## src/rtl/ldtu_tx_scheduler_if.sv

```systemverilog
// ---------------------------------------------------------------------------
// ldtu_tx_scheduler_if
// Bundles the encoder-side inputs and serializer-side outputs of the
// LiTe-DTU transmit scheduler.
//   master : encoder/serializer side (drives fallback, Load*, DATA_32*)
//   slave  : the scheduler (drives DATA_OUT, word_strobe, fifo_level,
//            overflow, mode_switch, mode)
// ---------------------------------------------------------------------------
interface ldtu_tx_scheduler_if #(
    parameter int unsigned DEPTH = 4
);
    localparam int unsigned LW = $clog2(DEPTH) + 1;

    logic          fallback;
    logic          Load;
    logic [31:0]   DATA_32;
    logic          Load_FB;
    logic [31:0]   DATA_32_FB;
    logic [31:0]   DATA_OUT;
    logic          word_strobe;
    logic [LW-1:0] fifo_level;
    logic          overflow;
    logic          mode_switch;
    logic          mode;

    modport master (
        output fallback, Load, DATA_32, Load_FB, DATA_32_FB,
        input  DATA_OUT, word_strobe, fifo_level, overflow, mode_switch, mode
    );

    modport slave (
        input  fallback, Load, DATA_32, Load_FB, DATA_32_FB,
        output DATA_OUT, word_strobe, fifo_level, overflow, mode_switch, mode
    );
endinterface

```

## src/rtl/ldtu_tx_scheduler.sv

```systemverilog
// ---------------------------------------------------------------------------
// ldtu_tx_scheduler
// Selects the active LiTe-DTU encoder stream (normal or fallback), buffers
// its words in a small circular FIFO and emits exactly one 32-bit word per
// SLOT-cycle serializer slot, inserting a mode-specific idle word when the
// FIFO is empty. Mode changes flush the FIFO and block writes until the
// next slot edge has emitted the target-mode idle word.
// Ports:
//   CLK, reset : clock, asynchronous active-high reset
//   bus.slave  : fallback, Load/DATA_32, Load_FB/DATA_32_FB in;
//                DATA_OUT, word_strobe, fifo_level, overflow,
//                mode_switch, mode out (all registered)
// ---------------------------------------------------------------------------
module ldtu_tx_scheduler #(
    parameter int unsigned DEPTH        = 4,
    parameter int unsigned SLOT         = 4,
    parameter logic [31:0] IDLE_WORD    = 32'hEAAAAAAA,
    parameter logic [31:0] IDLE_WORD_FB = 32'h00000000
) (
    input  logic                 CLK,
    input  logic                 reset,
    ldtu_tx_scheduler_if.slave   bus
);
    localparam int unsigned AW = $clog2(DEPTH);
    localparam int unsigned LW = AW + 1;
    localparam int unsigned SW = $clog2(SLOT);

    typedef enum logic [1:0] {
        ST_NORMAL   = 2'd0,
        ST_FALLBACK = 2'd1,
        ST_SWITCH   = 2'd2
    } state_t;

    state_t        r_state;
    logic          r_target;
    logic          r_mode;
    logic          r_mode_switch;
    logic [SW-1:0] r_slot_cnt;
    logic [AW-1:0] r_wptr;
    logic [AW-1:0] r_rptr;
    logic [LW-1:0] r_level;
    logic [31:0]   r_mem [DEPTH];
    logic [31:0]   r_data_out;
    logic          r_strobe;
    logic          r_overflow;

    logic          w_slot_edge;
    logic          w_empty;
    logic          w_full;
    logic          w_req_switch;
    logic          w_wr_req;
    logic [31:0]   w_wr_data;
    logic          w_pop;
    logic          w_push;
    logic          w_drop;
    logic          w_idle_is_fb;
    logic [31:0]   w_idle;

    assign w_slot_edge  = (r_slot_cnt == SW'(SLOT - 1));
    assign w_empty      = (r_level == '0);
    assign w_full       = (r_level == LW'(DEPTH));

    // A mode request differing from the committed stream starts a switch.
    assign w_req_switch = ((r_state == ST_NORMAL)   &&  bus.fallback) ||
                          ((r_state == ST_FALLBACK) && !bus.fallback);

    // Only the active stream writes; the write is discarded on a switch edge.
    assign w_wr_req     = !w_req_switch &&
                          (((r_state == ST_NORMAL)   && bus.Load) ||
                           ((r_state == ST_FALLBACK) && bus.Load_FB));
    assign w_wr_data    = (r_state == ST_FALLBACK) ? bus.DATA_32_FB : bus.DATA_32;

    assign w_pop        = w_slot_edge && !w_empty && (r_state != ST_SWITCH);
    // A full FIFO still accepts a word when the head leaves on the same edge.
    assign w_push       = w_wr_req && (!w_full || w_pop);
    assign w_drop       = w_wr_req && w_full && !w_pop;

    // Idle word follows the target mode, which during a switch is r_target.
    assign w_idle_is_fb = (r_state == ST_SWITCH) ? r_target : (r_state == ST_FALLBACK);
    assign w_idle       = w_idle_is_fb ? IDLE_WORD_FB : IDLE_WORD;

    // Free-running slot counter, unaffected by mode changes.
    always_ff @(posedge CLK or posedge reset) begin
        if (reset) begin
            r_slot_cnt <= '0;
        end else if (w_slot_edge) begin
            r_slot_cnt <= '0;
        end else begin
            r_slot_cnt <= r_slot_cnt + SW'(1);
        end
    end

    // Output word register and strobe, updated on every slot edge.
    always_ff @(posedge CLK or posedge reset) begin
        if (reset) begin
            r_data_out <= IDLE_WORD;
            r_strobe   <= 1'b0;
        end else begin
            r_strobe <= w_slot_edge;
            if (w_slot_edge) begin
                r_data_out <= w_pop ? r_mem[r_rptr] : w_idle;
            end
        end
    end

    // FIFO pointers, occupancy and sticky overflow; a switch flushes everything.
    always_ff @(posedge CLK or posedge reset) begin
        if (reset) begin
            r_wptr     <= '0;
            r_rptr     <= '0;
            r_level    <= '0;
            r_overflow <= 1'b0;
        end else begin
            if (w_drop) begin
                r_overflow <= 1'b1;
            end
            if (w_req_switch) begin
                r_wptr  <= '0;
                r_rptr  <= '0;
                r_level <= '0;
            end else begin
                if (w_push) begin
                    r_wptr <= r_wptr + AW'(1);
                end
                if (w_pop) begin
                    r_rptr <= r_rptr + AW'(1);
                end
                case ({w_push, w_pop})
                    2'b10:   r_level <= r_level + LW'(1);
                    2'b01:   r_level <= r_level - LW'(1);
                    default: r_level <= r_level;
                endcase
            end
        end
    end

    // Storage array; contents need no reset since occupancy gates all reads.
    always_ff @(posedge CLK) begin
        if (w_push) begin
            r_mem[r_wptr] <= w_wr_data;
        end
    end

    // Mode sequencer.
    always_ff @(posedge CLK or posedge reset) begin
        if (reset) begin
            r_state       <= ST_NORMAL;
            r_target      <= 1'b0;
            r_mode        <= 1'b0;
            r_mode_switch <= 1'b0;
        end else begin
            r_mode_switch <= 1'b0;
            case (r_state)
                ST_NORMAL: begin
                    if (bus.fallback) begin
                        r_state       <= ST_SWITCH;
                        r_target      <= 1'b1;
                        r_mode_switch <= 1'b1;
                    end
                end
                ST_FALLBACK: begin
                    if (!bus.fallback) begin
                        r_state       <= ST_SWITCH;
                        r_target      <= 1'b0;
                        r_mode_switch <= 1'b1;
                    end
                end
                ST_SWITCH: begin
                    // Target tracks the request; commit on the slot edge that
                    // emits the idle word of the registered target.
                    r_target <= bus.fallback;
                    if (w_slot_edge) begin
                        r_state <= r_target ? ST_FALLBACK : ST_NORMAL;
                        r_mode  <= r_target;
                    end
                end
                default: begin
                    r_state <= ST_NORMAL;
                end
            endcase
        end
    end

    assign bus.DATA_OUT    = r_data_out;
    assign bus.word_strobe = r_strobe;
    assign bus.fifo_level  = r_level;
    assign bus.overflow    = r_overflow;
    assign bus.mode_switch = r_mode_switch;
    assign bus.mode        = r_mode;

endmodule

```

## src/flat_wrapper.sv

```systemverilog
// flat-port wrapper written by rule: the top's interface ports become plain ports
module ldtu_tx_scheduler_flat 
#(
    parameter int unsigned DEPTH        = 4,
    parameter int unsigned SLOT         = 4,
    parameter logic [31:0] IDLE_WORD    = 32'hEAAAAAAA,
    parameter logic [31:0] IDLE_WORD_FB = 32'h00000000
)
  (CLK, reset, bus_fallback, bus_Load, bus_DATA_32, bus_Load_FB, bus_DATA_32_FB, bus_DATA_OUT, bus_word_strobe, bus_fifo_level, bus_overflow, bus_mode_switch, bus_mode);
  ldtu_tx_scheduler_if #(.DEPTH(DEPTH)) bus_i ();
  input  logic CLK;
  input  logic reset;
  input wire logic [$bits(bus_i.fallback)-1:0] bus_fallback;
  input wire logic [$bits(bus_i.Load)-1:0] bus_Load;
  input wire logic [$bits(bus_i.DATA_32)-1:0] bus_DATA_32;
  input wire logic [$bits(bus_i.Load_FB)-1:0] bus_Load_FB;
  input wire logic [$bits(bus_i.DATA_32_FB)-1:0] bus_DATA_32_FB;
  output wire logic [$bits(bus_i.DATA_OUT)-1:0] bus_DATA_OUT;
  output wire logic [$bits(bus_i.word_strobe)-1:0] bus_word_strobe;
  output wire logic [$bits(bus_i.fifo_level)-1:0] bus_fifo_level;
  output wire logic [$bits(bus_i.overflow)-1:0] bus_overflow;
  output wire logic [$bits(bus_i.mode_switch)-1:0] bus_mode_switch;
  output wire logic [$bits(bus_i.mode)-1:0] bus_mode;
  assign bus_i.fallback = bus_fallback;
  assign bus_i.Load = bus_Load;
  assign bus_i.DATA_32 = bus_DATA_32;
  assign bus_i.Load_FB = bus_Load_FB;
  assign bus_i.DATA_32_FB = bus_DATA_32_FB;
  assign bus_DATA_OUT = bus_i.DATA_OUT;
  assign bus_word_strobe = bus_i.word_strobe;
  assign bus_fifo_level = bus_i.fifo_level;
  assign bus_overflow = bus_i.overflow;
  assign bus_mode_switch = bus_i.mode_switch;
  assign bus_mode = bus_i.mode;
  ldtu_tx_scheduler #(.DEPTH(DEPTH), .SLOT(SLOT), .IDLE_WORD(IDLE_WORD), .IDLE_WORD_FB(IDLE_WORD_FB)) u_core (.CLK(CLK), .reset(reset), .bus(bus_i));
endmodule
```

## config.mk

```make
export PLATFORM = sky130hd
export DESIGN_NAME = ldtu_tx_scheduler_flat
export DESIGN_NICKNAME = d
export VERILOG_FILES = /design/src/rtl/ldtu_tx_scheduler_if.sv /design/src/rtl/ldtu_tx_scheduler.sv /design/src/flat_wrapper.sv
export SDC_FILE = /design/constraint.sdc
export NUM_CORES = 1
export LEC_CHECK = 0
export ABC_AREA = 0
export CORE_MARGIN = 2
export CORE_UTILIZATION = 45
export CTS_BUF_LIST = sky130_fd_sc_hd__clkbuf_4 sky130_fd_sc_hd__clkbuf_8
export DETAILED_ROUTE_END_ITERATION = 12
export HOLD_SLACK_MARGIN = 0.05
export PLACE_DENSITY = 0.68
export SLEW_MARGIN = 15
export SYNTH_ARGS = -nofsm -noshare
export SYNTH_HDL_FRONTEND = slang
export SYNTH_SLANG_ARGS = --single-unit
```

## constraint.sdc

```tcl
create_clock -name CLK -period 3.6 [get_ports CLK]
set_input_delay 1.08 -clock CLK [delete_from_list [all_inputs] [get_ports CLK]]
set_output_delay 1.08 -clock CLK [all_outputs]
set_load 0.01 [all_outputs]
```

==> Word level (Yosys, flattened, before mapping) <==
Memory sizes are Yosys's and may differ from the RTL's.
Index checks and enable logic that the tools add are counted.
{ "totals": {"input_bits": 69, "output_inout_bits": 39, "mem_count": 1, "ff_bits": 48, "wordCells": 78, "mem_bits_rw": 128} }
{ "classes": {"reduce_logical": 27, "eq_ne": 10, "n_addsub": 5, "mux": 24} }
{ "mem_list": {"columns": ["name", "words", "word_bits", "rd", "rd_ports_with_merged_regs", "wr", "line", "text"], "rows": [
  ["u_core.r_mem", 4, 32, 1, 0, 1, "ldtu_tx_scheduler.sv:42", "logic [31:0] r_mem [DEPTH];"]
]} }
{ "op_table": {"columns": ["op", "n"], "rows": [
  ["$mux W32", 3],
  ["$mux W2", 8],
  ["$logic_and A1 B1 Y1", 10],
  ["$mux W1", 8],
  ["$add A2 B1 Y2 const B", 3],
  ["$eq A2 B2 Y1 const B", 3],
  ["$ne A2 B2 Y1 const B", 3],
  ["$pmux W2 S3", 1],
  ["$pmux W3 S2", 1],
  ["$reduce_and A3 Y1", 2],
  ["$reduce_bool A3 Y1", 2],
  ["$logic_not A1 Y1", 5],
  ["$eq A2 B1 Y1 const B", 2],
  ["$reduce_bool A2 Y1", 2],
  ["$add A3 B1 Y3 const B", 1],
  ["$eq A3 B3 Y1 const B", 1],
  ["$logic_not A3 Y1", 1],
  ["$logic_or A1 B1 Y1", 3],
  ["$mux W3", 1],
  ["$pmux W1 S3", 1],
  ["$sub A3 B1 Y3 const B", 1],
  ["$logic_not A2 Y1", 1],
  ["$ne A2 B1 Y1 const B", 1],
  ["$pmux W1 S2", 1],
  ["$reduce_and A2 Y1", 1]
]} }

==> Depth between registers and ports, before layout <==
Gate-level depths: netlist of the first run.
{ "logic_depth": {"ltp_word": 9, "mapped_depth": 8} }

==> Least setup slack after synthesis of the first run <==
Ideal clock, no wire load.
{ "synth_timing": {"path_kind": "input to register", "startpoint": "input bus_fallback", "endpoint": "memory u_core.r_mem[0][0], enable pin", "t_required_ps": 3208, "setup_slack_ps": 552, "path_buffers": 0, "arrival_ps": 2656, "path_stages": 3, "path_cell_list": "or4b_4 > a21oi_4 > and2_1"} }
{ "synth_between": {"elab_chain_len": 8} }
{ "synth_rtl": {"columns": ["element", "line", "text"], "rows": [
  ["start, declared", "flat_wrapper.sv:13", "input wire logic [$bits(bus_i.fallback)-1:0] bus_fallback;"],
  ["$logic_not A1 Y1", "ldtu_tx_scheduler.sv:65", "((r_state == ST_FALLBACK) && !bus.fallback);"],
  ["$logic_and A1 B1 Y1", "ldtu_tx_scheduler.sv:65", null],
  ["$logic_or A1 B1 Y1 (*)", "ldtu_tx_scheduler.sv:64", "assign w_req_switch = ((r_state == ST_NORMAL) && bus.fallback) ||"],
  ["$logic_not A1 Y1 (*)", "ldtu_tx_scheduler.sv:68", "assign w_wr_req = !w_req_switch &&"],
  ["$logic_and A1 B1 Y1 (*)", "ldtu_tx_scheduler.sv:68", null],
  ["$logic_and A1 B1 Y1 (*)", "ldtu_tx_scheduler.sv:75", "assign w_push = w_wr_req && (!w_full || w_pop);"],
  ["$mux W1 (*)", "ldtu_tx_scheduler.sv:139", "if (w_push) begin"],
  ["$mux W1 (implied by the code) (*)", "ldtu_tx_scheduler.sv:140", "r_mem[r_wptr] <= w_wr_data;"],
  ["end, declared", "ldtu_tx_scheduler.sv:42", null]
]} }
Mark *: on every way between the ends. The rest lies on a longest branch, timed or not.

==> Worst setup path after layout of the first run <==
{ "layout_timing": {"startpoint": "input bus_fallback", "endpoint": "register u_core.r_level[2], in the netlist u_core.bus.fifo_level[2]"} }
{ "layout_between": {"elab_chain_len": 9} }
{ "layout_rtl": {"columns": ["element", "line", "text"], "rows": [
  ["$logic_not A1 Y1", "ldtu_tx_scheduler.sv:65", null],
  ["$logic_and A1 B1 Y1", "ldtu_tx_scheduler.sv:65", null],
  ["$logic_or A1 B1 Y1 (*)", "ldtu_tx_scheduler.sv:64", null],
  ["$logic_not A1 Y1", "ldtu_tx_scheduler.sv:68", null],
  ["$logic_and A1 B1 Y1", "ldtu_tx_scheduler.sv:68", null],
  ["$logic_and A1 B1 Y1", "ldtu_tx_scheduler.sv:75", null],
  ["$eq A2 B1 Y1 / $eq A2 B2 Y1 (equally long branches)", "ldtu_tx_scheduler.sv:128", "case ({w_push, w_pop})"],
  ["$pmux W3 S2", "ldtu_tx_scheduler.sv:128", null],
  ["$mux W3", "ldtu_tx_scheduler.sv:117", "if (w_req_switch) begin"],
  ["end signal, assigned", "ldtu_tx_scheduler.sv:129", "2'b10: r_level <= r_level + LW'(1);"],
  ["end signal, assigned", "ldtu_tx_scheduler.sv:130", "2'b01: r_level <= r_level - LW'(1);"],
  ["end signal, assigned", "ldtu_tx_scheduler.sv:131", "default: r_level <= r_level;"],
  ["end, declared", "ldtu_tx_scheduler.sv:41", "logic [LW-1:0] r_level;"]
]} }
Marks and branches as above.
A chain may end at the register's enable or synchronous reset.

==> results of run 1 <==
==> cells in the mapped netlist (2+ instances only) <==
library cell	number	area, um2
mux2i_1	2	20.02
clkbuf_1	11	41.29
ha_1	5	62.56
inv_1	3	11.26
nand2b_1	2	12.51
nor2b_1	2	12.51
mux4_2	32	720.7
buf_1	3	11.26
and2_1	5	31.28
buf_2	6	30.03
nor3_1	4	20.02
dfrtp_1	31	775.7
nor2_1	25	93.84
edfxtp_1	128	3844
o21ai_0	3	15.01
dfstp_2	17	446.7
nand2_1	5	18.77
xor2_1	2	17.52
a22o_1	15	131.4
mux2_2	33	371.6
a21oi_1	37	185.2
xnor2_1	2	17.52
==> worst max-delay path, stage by stage <==
cell             delay, ps
clkdlybuf4s50_1        530
or4b_4                 570
nand2_1                130
nor2_1                  60
fa_1                   380
nor3_1                 250
o21ai_0                100
nor3b_2                160
==> worst paths after layout <==
| kind | from | endpoint | slack [ps] | depth (start not counted) |
|---|---|---|---|---|
| setup / recovery | bus_fallback | u_core.bus.fifo_level[2] | 640 | 8 |
| min in group asynchronous | reset | u_core.bus.mode_switch | 1100 | 2 |
| hold reg to reg | u_core.r_slot_cnt[0] | u_core.r_slot_cnt[0] | 430 | 1 |
| max in group asynchronous | reset | u_core.r_slot_cnt[1] | 1960 | 3 |
| setup reg to reg | u_core.r_slot_cnt[0] | u_core.bus.fifo_level[2] | 1000 | 8 |
| hold / removal | u_core.r_slot_cnt[0] | u_core.r_slot_cnt[0] | 430 | 1 |
==> layer usage <==
metal,global-route usage (%),vias to the layer above,routed length [um]
li1,-,1755,-
met1,21.49,1948,5700
met2,29.44,87,6919
met3,2.973,17,462
met4,7.289,0,234
met5,0,-,0
==> per-stage QoR <==
step	instances	instance area, um2
2_1_floorplan	391	7073
3_3_place_gp	695	8438
3_5_place_dp	695	8446
4_1_cts	727	8887
5_1_grt	727	8889
6_report	727	8889
==> registers in the layout, summed over array words and instances (netlist names) <==
name and count:
u_core.r_mem 128, u_core.bus.DATA_OUT 32, u_core.bus.fifo_level 3, u_core.r_rptr 2, u_core.r_slot_cnt 2, u_core.r_state 2, u_core.r_wptr 2, u_core.bus.mode 1
u_core.bus.mode_switch 1, u_core.bus.overflow 1, u_core.bus.word_strobe 1, u_core.r_target 1
==> kinds of logic (layout without fill, tap and decap cells) <==
logic type      Yosys count  in the layout
buf+inv                  26            151
mux                      67             67
fa+ha+maj                 6              6
simple gates             51             51
flops                   176            176
compound gates           61             61
xor+xnor                  4              4
==> cell type report <==
class / instances / area, um2
Fill cell: 1187 / 6370
Clock inverter: 14 / 193.9
Multi-Input combinational cell: 189 / 1917
Tap cell: 211 / 264.0
Inverter: 4 / 16.27
Sequential cell: 176 / 5069
Clock buffer: 18 / 247.7
Timing Repair Buffer: 115 / 1181
==> where the power goes <==
group / internal, mW / total (mW) / switching [mW] / leakage (nW)
clock: 0.831 / 1.48 / 0.652 / 0.224
sequential: 2.65 / 2.84 / 0.188 / 1.74
combinational: 0.774 / 1.42 / 0.646 / 1.11
total: 4.26 / 5.74 / 1.49 / 3.08
==> cell usage in the layout, fill, tap and decap left out, drive strengths merged, types with 2 or more instances in the layout <==
cell	netlist	final
and2	5	5
mux2i	2	2
o21ai	3	3
ha	5	5
clkdlybuf4s50	0	107
nand2b	2	2
nor2b	2	2
a21oi	38	38
xnor2	2	2
nand2	5	5
a22o	15	15
buf	11	8
mux2	33	33
edfxtp	128	128
inv	3	2
mux4	32	32
nor2	25	25
dfstp	17	17
dfrtp	31	31
nor3	5	5
clkinv	1	10
clkbuf	11	18
xor2	2	2
bufinv	0	5
==> run_results.csv, run 1 <==
group,metric,value,unit
power,leakagePower,3.080,nW
sta,grt_setup_unrepaired,"no",
sta,setup_tns,0,ps
routing,drt_iter0_drc,205,
worst_setup_path,crit_fanout,7,
synthesis,yosysWarnings,0,
worst_setup_path,arrival,3260,ps
worst_hold_path,hold_class,"flip-flop to flip-flop",
power,p_per_area,646.1,nW/um2
run,cap_violations,0,
cts,cts_root_buf,"clkbuf_8",
floorplan,start_util,46.36,%
synthesis,synth_compound_area_share,5.590,%
sta,worst_pin_slew,1079,ps
power,fin_total_pwr,5.743,mW
finish,syn_to_final_growth,25.67,%
floorplan,die_w,129.4,um
global_routing,grt_usage,17.09,%
routing,via_per_inst,5.237,
global_routing,grt_pass1_wl,21.22,mm
routing,wl,13.32,mm
routing,route.detailed.drc,0,
finish,layout-drive-gt1-share,25.78,%
synthesis,synth_nets,466,
sta,setup-violations-final,0,
synthesis,yosysUniqueCellTypes,40,
sta,fin_ws,637.4,ps
sta,max_freq,0.3375,GHz
floorplan,dieArea,16740,um2
sta,finalCritPeriodShare,82.30,%
cts,cts_buffers,17,
cts,ctsResizeCount,0,
sta,hold-worst-slack,433.5,ps
synthesis,synthArstFlopShare,27.27,%
cts,cts_sinks,176,
floorplan,pin_count,108,
outcome,status,"finished, final reports clean",
finish,nNetsFinal,578,
synthesis,synth_mux_area_share,15.73,%
global_routing,antenna_found_initial,0,
place,gp_congestion,0.7261,
sta,slew_viol_final,0,
cts,cts-hold-fix-buffers,0,
cts,clk_pin_slew,80,ps
finish,n_antenna_cell,0,
synthesis,ys_seq_area_share,71.63,%
synthesis,syn_area_per_cell,18.09,um2
synthesis,synth_xor_area_share,0.4953,%
floorplan,die_y,129.4,um
global_routing,grt.overflow.total,0,
synthesis,synth_top_family_by_area,"multiplexers",
synthesis,synthCells,391,
power,vdd_ir_drop_max,0.3088,mV
place,portBuffers,107,
synthesis,ys_seq_elements,176,
worst_setup_path,end_kind,"flip-flop",
synthesis,synthAdderAreaFrac,1.168,%
sta,fin_crit,2963,ps
cts,cts_buffer_depth,2,
sta,slew_headroom,27.92,%
worst_setup_path,cp.required,3900,ps
cts,clk_latency,440,ps
cts,cts_setup_buffers,0,
place,dp_hpwl,8.024,mm
synthesis,syn_area,7073,um2
global_routing,grt_pass1_vias,4051,
worst_setup_path,setup.worst_path.start_class,"input pin",
cts,cts_tree,"built",
cts,h-tree-depth,4,
finish,fin_util,58.25,%
routing,antenna_left,0,
routing,wl_per_cell,18.31,um
floorplan,core_region_area,15260,um2
synthesis,synth_ff_type,"edfxtp_1",
worst_setup_path,timing_worst_setup_path_type,"input pin to flip-flop",
synthesis,yosys.area_share.simple,3.750,%
routing,num_vias,3807,
floorplan,rows,45,
global_routing,grt_max_degree,48,
synthesis,synth_edf_count,128,
place,place_ws,206.6,ps
routing,dr.pass1.iters,4,
sta,finalClockSkew,7.408,ps
sta,hold_violations,0,
(Power assumes the default switching activity.)
==> run 2, diff against run 1 <==
PLACE_DENSITY = 0.71   (was 0.68)
clock period = 2.7 ns   (was 3.6 ns; I/O delays follow)
==> run 2 against run 1 <==
Effect of this change:
- register-to-register slack got worse by 520 ps
- via count increased by 1.6%
- core utilization increased by 0.62 points
- die area unchanged
- clock power increased by 20%
- hold slack improved by 1.1 ps
- worst setup slack got worse by 390 ps
==> run_results.csv, run 2 (synthesized netlist as in run 1, its figures left out) <==
group,metric,value,unit
worst_setup_path,cp.required,3020,ps
global_routing,grt_pass1_vias,4017,
floorplan,rows,45,
floorplan,core_region_area,15260,um2
routing,wl,13.24,mm
finish,fin_util,58.88,%
finish,layout-drive-gt1-share,28.44,%
finish,syn_to_final_growth,27.01,%
sta,grt_setup_unrepaired,"no",
cts,cts-hold-fix-buffers,0,
routing,route.detailed.drc,0,
sta,finalCritPeriodShare,90.91,%
outcome,status,"finished, final reports clean",
cts,clk_latency,450,ps
floorplan,die_w,129.4,um
sta,slew_headroom,45.44,%
run,cap_violations,0,
power,p_per_area,836.5,nW/um2
worst_hold_path,hold_class,"flip-flop to flip-flop",
power,leakagePower,3.136,nW
worst_setup_path,arrival,2780,ps
finish,final_common_cell,"edfxtp_1",
routing,num_vias,3868,
worst_setup_path,end_kind,"flip-flop",
cts,cts_setup_buffers,0,
finish,largest_reg_flops,128,
floorplan,die_y,129.4,um
cts,cts_buffers,17,
cts,cts_buffer_depth,2,
place,portBuffers,107,
routing,drt_iter0_drc,282,
finish,top_register,"u_core.r_mem",
finish,nNetsFinal,593,
finish,final_cell_mix,"edfxtp_1, clkdlybuf4s50_1, a21oi_1",
sta,fin_crit,2454,ps
routing,antenna_left,0,
sta,worst_pin_slew,818.4,ps
global_routing,grt.overflow.total,0,
sta,hold_violations,0,
cts,cts_root_buf,"clkbuf_8",
routing,wl_per_cell,17.84,um
floorplan,start_util,46.36,%
worst_setup_path,setup.worst_path.start_class,"input pin",
floorplan,pin_count,108,
cts,h-tree-depth,4,
floorplan,dieArea,16740,um2
sta,slew_viol_final,0,
sta,setup_tns,0,ps
routing,dr.pass1.iters,4,
global_routing,grt_max_degree,39,
sta,max_freq,0.4074,GHz
cts,clk_pin_slew,80,ps
place,gp_congestion,0.7561,
cts,ctsResizeCount,0,
global_routing,antenna_found_initial,0,
routing,via_per_inst,5.213,
sta,setup-violations-final,0,
cts,cts_sinks,176,
place,dp_hpwl,8.900,mm
sta,hold-worst-slack,434.6,ps
finish,fin_area,8984,um2
place,placed_cell_area,8588,um2
finish,n_antenna_cell,0,
global_routing,grt_pass1_wl,20.95,mm
worst_setup_path,timing_worst_setup_path_type,"input pin to flip-flop",
power,vdd_ir_drop_max,0.4125,mV
sta,finalClockSkew,16.79,ps
global_routing,grt_usage,16.91,%
worst_setup_path,crit_fanout,3,
cts,cts_tree,"built",
==> run 2: area by class of cell <==
cell class	count	area, um2
tap	211	264.0
timing repair buffer	130	1331
clock buffer	21	264.0
clock inverter	11	131.4
sequential	176	5069
inverter	4	15.01
fill	1167	6275
multi-input combinational	189	1909
==> run 2: where the power goes <==
| group | switching [mW] | leakage (nW) | total [mW] | internal (mW) |
|---|---|---|---|---|
| Combinational | 0.847 | 1.20 | 1.93 | 1.09 |
| Sequential | 0.269 | 1.74 | 3.80 | 3.54 |
| Clock | 0.904 | 0.195 | 1.78 | 0.872 |
| Total | 2.02 | 3.14 | 7.51 | 5.49 |
==> run 2: critical path, cell delays in order <==
cell and delay [ps]:
clkdlybuf4s50_1 430, or4b_4 520, nand2_1 110, nor2_1 60, fa_1 370, nor3_1 240, o21ai_0 90, nor3b_2 150
==> run 2: through the flow <==
stage / setup WS (ps) / std cells / total power, mW
after floorplan: 251.3 / 391 / 4.874
after global placement: -188.0 / 710 / 5.783
after detailed placement: -189.3 / 710 / 5.829
after CTS: 289.1 / 742 / 7.604
after global routing: 171.3 / 742 / 7.919
final: 245.6 / 742 / 7.515
==> run 2: per-layer routing <==
layer | wire (um) | global-route usage (%) | vias up
met5 | 0 | 0 | -
met4 | 166 | 5.307 | 0
met3 | 461 | 4.253 | 10
met2 | 7021 | 28.79 | 90
met1 | 5586 | 21.50 | 1985
li1 | - | - | 1783
==> run 2: final timing paths <==
check,from,end,slack [ps],cells past startpoint
setup / recovery,bus_fallback,u_core.bus.fifo_level[2],250,8
hold / removal,u_core.r_slot_cnt[0],u_core.r_slot_cnt[0],430,1
setup reg to reg,u_core.r_state[1],u_core.bus.fifo_level[2],480,7
hold reg to reg,u_core.r_slot_cnt[0],u_core.r_slot_cnt[0],430,1
max in group asynchronous,reset,u_core.bus.DATA_OUT[19],1400,3
min in group asynchronous,reset,u_core.bus.DATA_OUT[18],700,2
==> run 3, diff against run 2 <==
CORE_ASPECT_RATIO = 0.8   (was default)
DONT_BUFFER_PORTS = 1   (was default)
PLACE_DENSITY = default   (was 0.71)
==> run 3 against run 2 <==
Effect of this change:
- sequential cell count is the same
- critical endpoint unchanged
- cell count shrank 15%
- die area is essentially flat
- clock-buffer cell count shrank 1
- critical path depth shrank 1
- clock power grew 5%
- clock skew grew 1.0 ps
- power shrank 5.5%
- cell area shrank 12%
- sequential power grew 4%
- global-route usage is essentially flat
- hold slack lost 160 ps
==> run_results.csv, run 3 (synthesized netlist as in run 1, its figures left out) <==
group,metric,value,unit
worst_setup_path,cpMaxStageDelayCell,"or4b_4",
power,power_frac_seq,55.5,%
floorplan,core_region_area,15210,um2
sta,setup-violations-final,0,
sta,fin_crit,2293,ps
routing,antenna_left,0,
finish,fillers,1263,
finish,nNetsFinal,486,
worst_setup_path,crit_fanout,9,
cts,cts_root_buf,"clkbuf_8",
finish,syn_to_final_growth,11.80,%
place,place_ws,175.5,ps
sta,slew_headroom,43.63,%
floorplan,dieArea,16740,um2
power,leakagePower,2.734,nW
cts,cts_setup_buffers,0,
routing,route.detailed.drc,0,
worst_setup_path,cp_slowest_stage_delay,590,ps
floorplan,die_w,144.2,um
place,gp_congestion,0.7763,
sta,finalClockSkew,17.79,ps
power,p_per_area,897.6,nW/um2
worst_setup_path,cp.required,3040,ps
place,placed_cell_area,7491,um2
floorplan,pin_count,108,
cts,cts_buffers,17,
floorplan,start_util,46.49,%
global_routing,grt_pass1_vias,3614,
power,swShare,27.80,%
worst_setup_path,arrival,2630,ps
finish,final_cell_mix,"edfxtp_1, a21oi_1, mux2_2",
cts,h-tree-depth,4,
worst_setup_path,path_cells,"or4b_4, nand2_1, nor2_1, fa_1, nor3_1, o21ai_0, nor3b_2",
worst_hold_path,hold_class,"input pin to async pin",
routing,drt_iter0_drc,237,
finish,n_antenna_cell,0,
floorplan,die_y,116.1,um
routing,num_vias,3424,
sta,slew_viol_final,0,
cts,ctsResizeCount,0,
power,intPower,5.124,mW
sta,hold-worst-slack,270.4,ps
sta,hold_violations,0,
finish,largest_reg_flops,128,
finish,final_common_cell,"edfxtp_1",
routing,wl_per_cell,20.60,um
cts,cts_buffer_depth,2,
cts,cts_sinks,176,
sta,setup_tns,0,ps
global_routing,grt_max_degree,34,
finish,layout-drive-gt1-share,35.38,%
worst_setup_path,cp_top_family,"simple AND/OR/NAND/NOR gates",
cts,clk_pin_slew,90,ps
run,cap_violations,0,
worst_setup_path,end_kind,"flip-flop",
sta,grt_setup_unrepaired,"no",
routing,wl,13.06,mm
power,fin_total_pwr,7.098,mW
power,vdd_ir_drop_max,0.4722,mV
power,clkPwrFrac,26.4,%
place,portBuffers,0,
global_routing,antenna_found_initial,0,
worst_setup_path,setup.worst_path.start_class,"flip-flop",
global_routing,grt_pass1_wl,20.33,mm
cts,cts_tree,"built",
sta,worst_pin_slew,845.5,ps
global_routing,grt_usage,16.94,%
sta,fin_ws,406.7,ps
worst_setup_path,timing_worst_setup_path_type,"flip-flop to flip-flop",
sta,finalCritPeriodShare,84.94,%
routing,dr.pass1.iters,4,
floorplan,rows,40,
sta,max_freq,0.4361,GHz
worst_setup_path,crit_buf_inv,0,
finish,top_register,"u_core.r_mem",
routing,via_per_inst,5.401,
finish,fin_area,7908,um2
outcome,status,"finished, final reports clean",
cts,clk_latency,460,ps
cts,cts-hold-fix-buffers,0,
place,dp_hpwl,8.624,mm
power,p_comb_share,18.1,%
global_routing,grt.overflow.total,0,
power,power_switching,1.973,mW
## run 3: power groups by stage
stage / sequential, mW / combinational, mW / clock [mW]
finish: 3.94 / 1.28 / 1.87
global route: 4.00 / 1.44 / 2.05
CTS: 3.95 / 1.32 / 1.93
detailed placement: 4.01 / 1.31 / 0
global placement: 3.99 / 1.28 / 0
floorplan: 3.88 / 0.992 / 0
## run 3: through the flow
step,util [%],cells
after detailed placement,49.24,602
after global placement,49.24,602
after floorplan,-,391
after global routing,51.97,634
after CTS,51.97,634
final,51.97,634
## run 3: layer usage
metal / vias to the layer above / GRT usage [%] / share of wire, %
met5: - / 0 / 0
met4: 0 / 5.631 / 0.89
met3: 9 / 4.961 / 5.4
met2: 95 / 25.84 / 47
met1: 1753 / 23.83 / 46
li1: 1567 / - / -
## run 3: worst paths after layout
path | startpoint | end | slack, ps | cells past startpoint
min in group CLK | u_core.r_slot_cnt[0] | u_core.r_slot_cnt[0] | 440 | 1
max | u_core.r_state[1] | u_core.bus.fifo_level[2] | 410 | 7
min | reset | u_core.bus.DATA_OUT[14] | 270 | 1
min reg2reg | u_core.r_slot_cnt[0] | u_core.r_slot_cnt[0] | 440 | 1
max in group asynchronous | reset | u_core.bus.DATA_OUT[5] | 1810 | 2
max reg2reg | u_core.r_state[1] | u_core.bus.fifo_level[2] | 410 | 7
## run 3: worst reg2reg max path: stages, from the launching register on
cell     delay (ps)
dfrtp_1         500
or4b_4          590
nand2_1         130
nor2_1           70
fa_1            380
nor3_1          250
o21ai_0         110
nor3b_2         160
## run 3: cell type report
type,instances,area (um2),share of cell area (%)
clock inverter,12,153.9,1.946
timing repair buffer,23,235.2,2.975
clock buffer,20,262.8,3.323
tap,210,262.8,3.323
inverter,4,15.01,0.1899
sequential,176,5069,64.10
multi-input combinational,189,1909,24.15
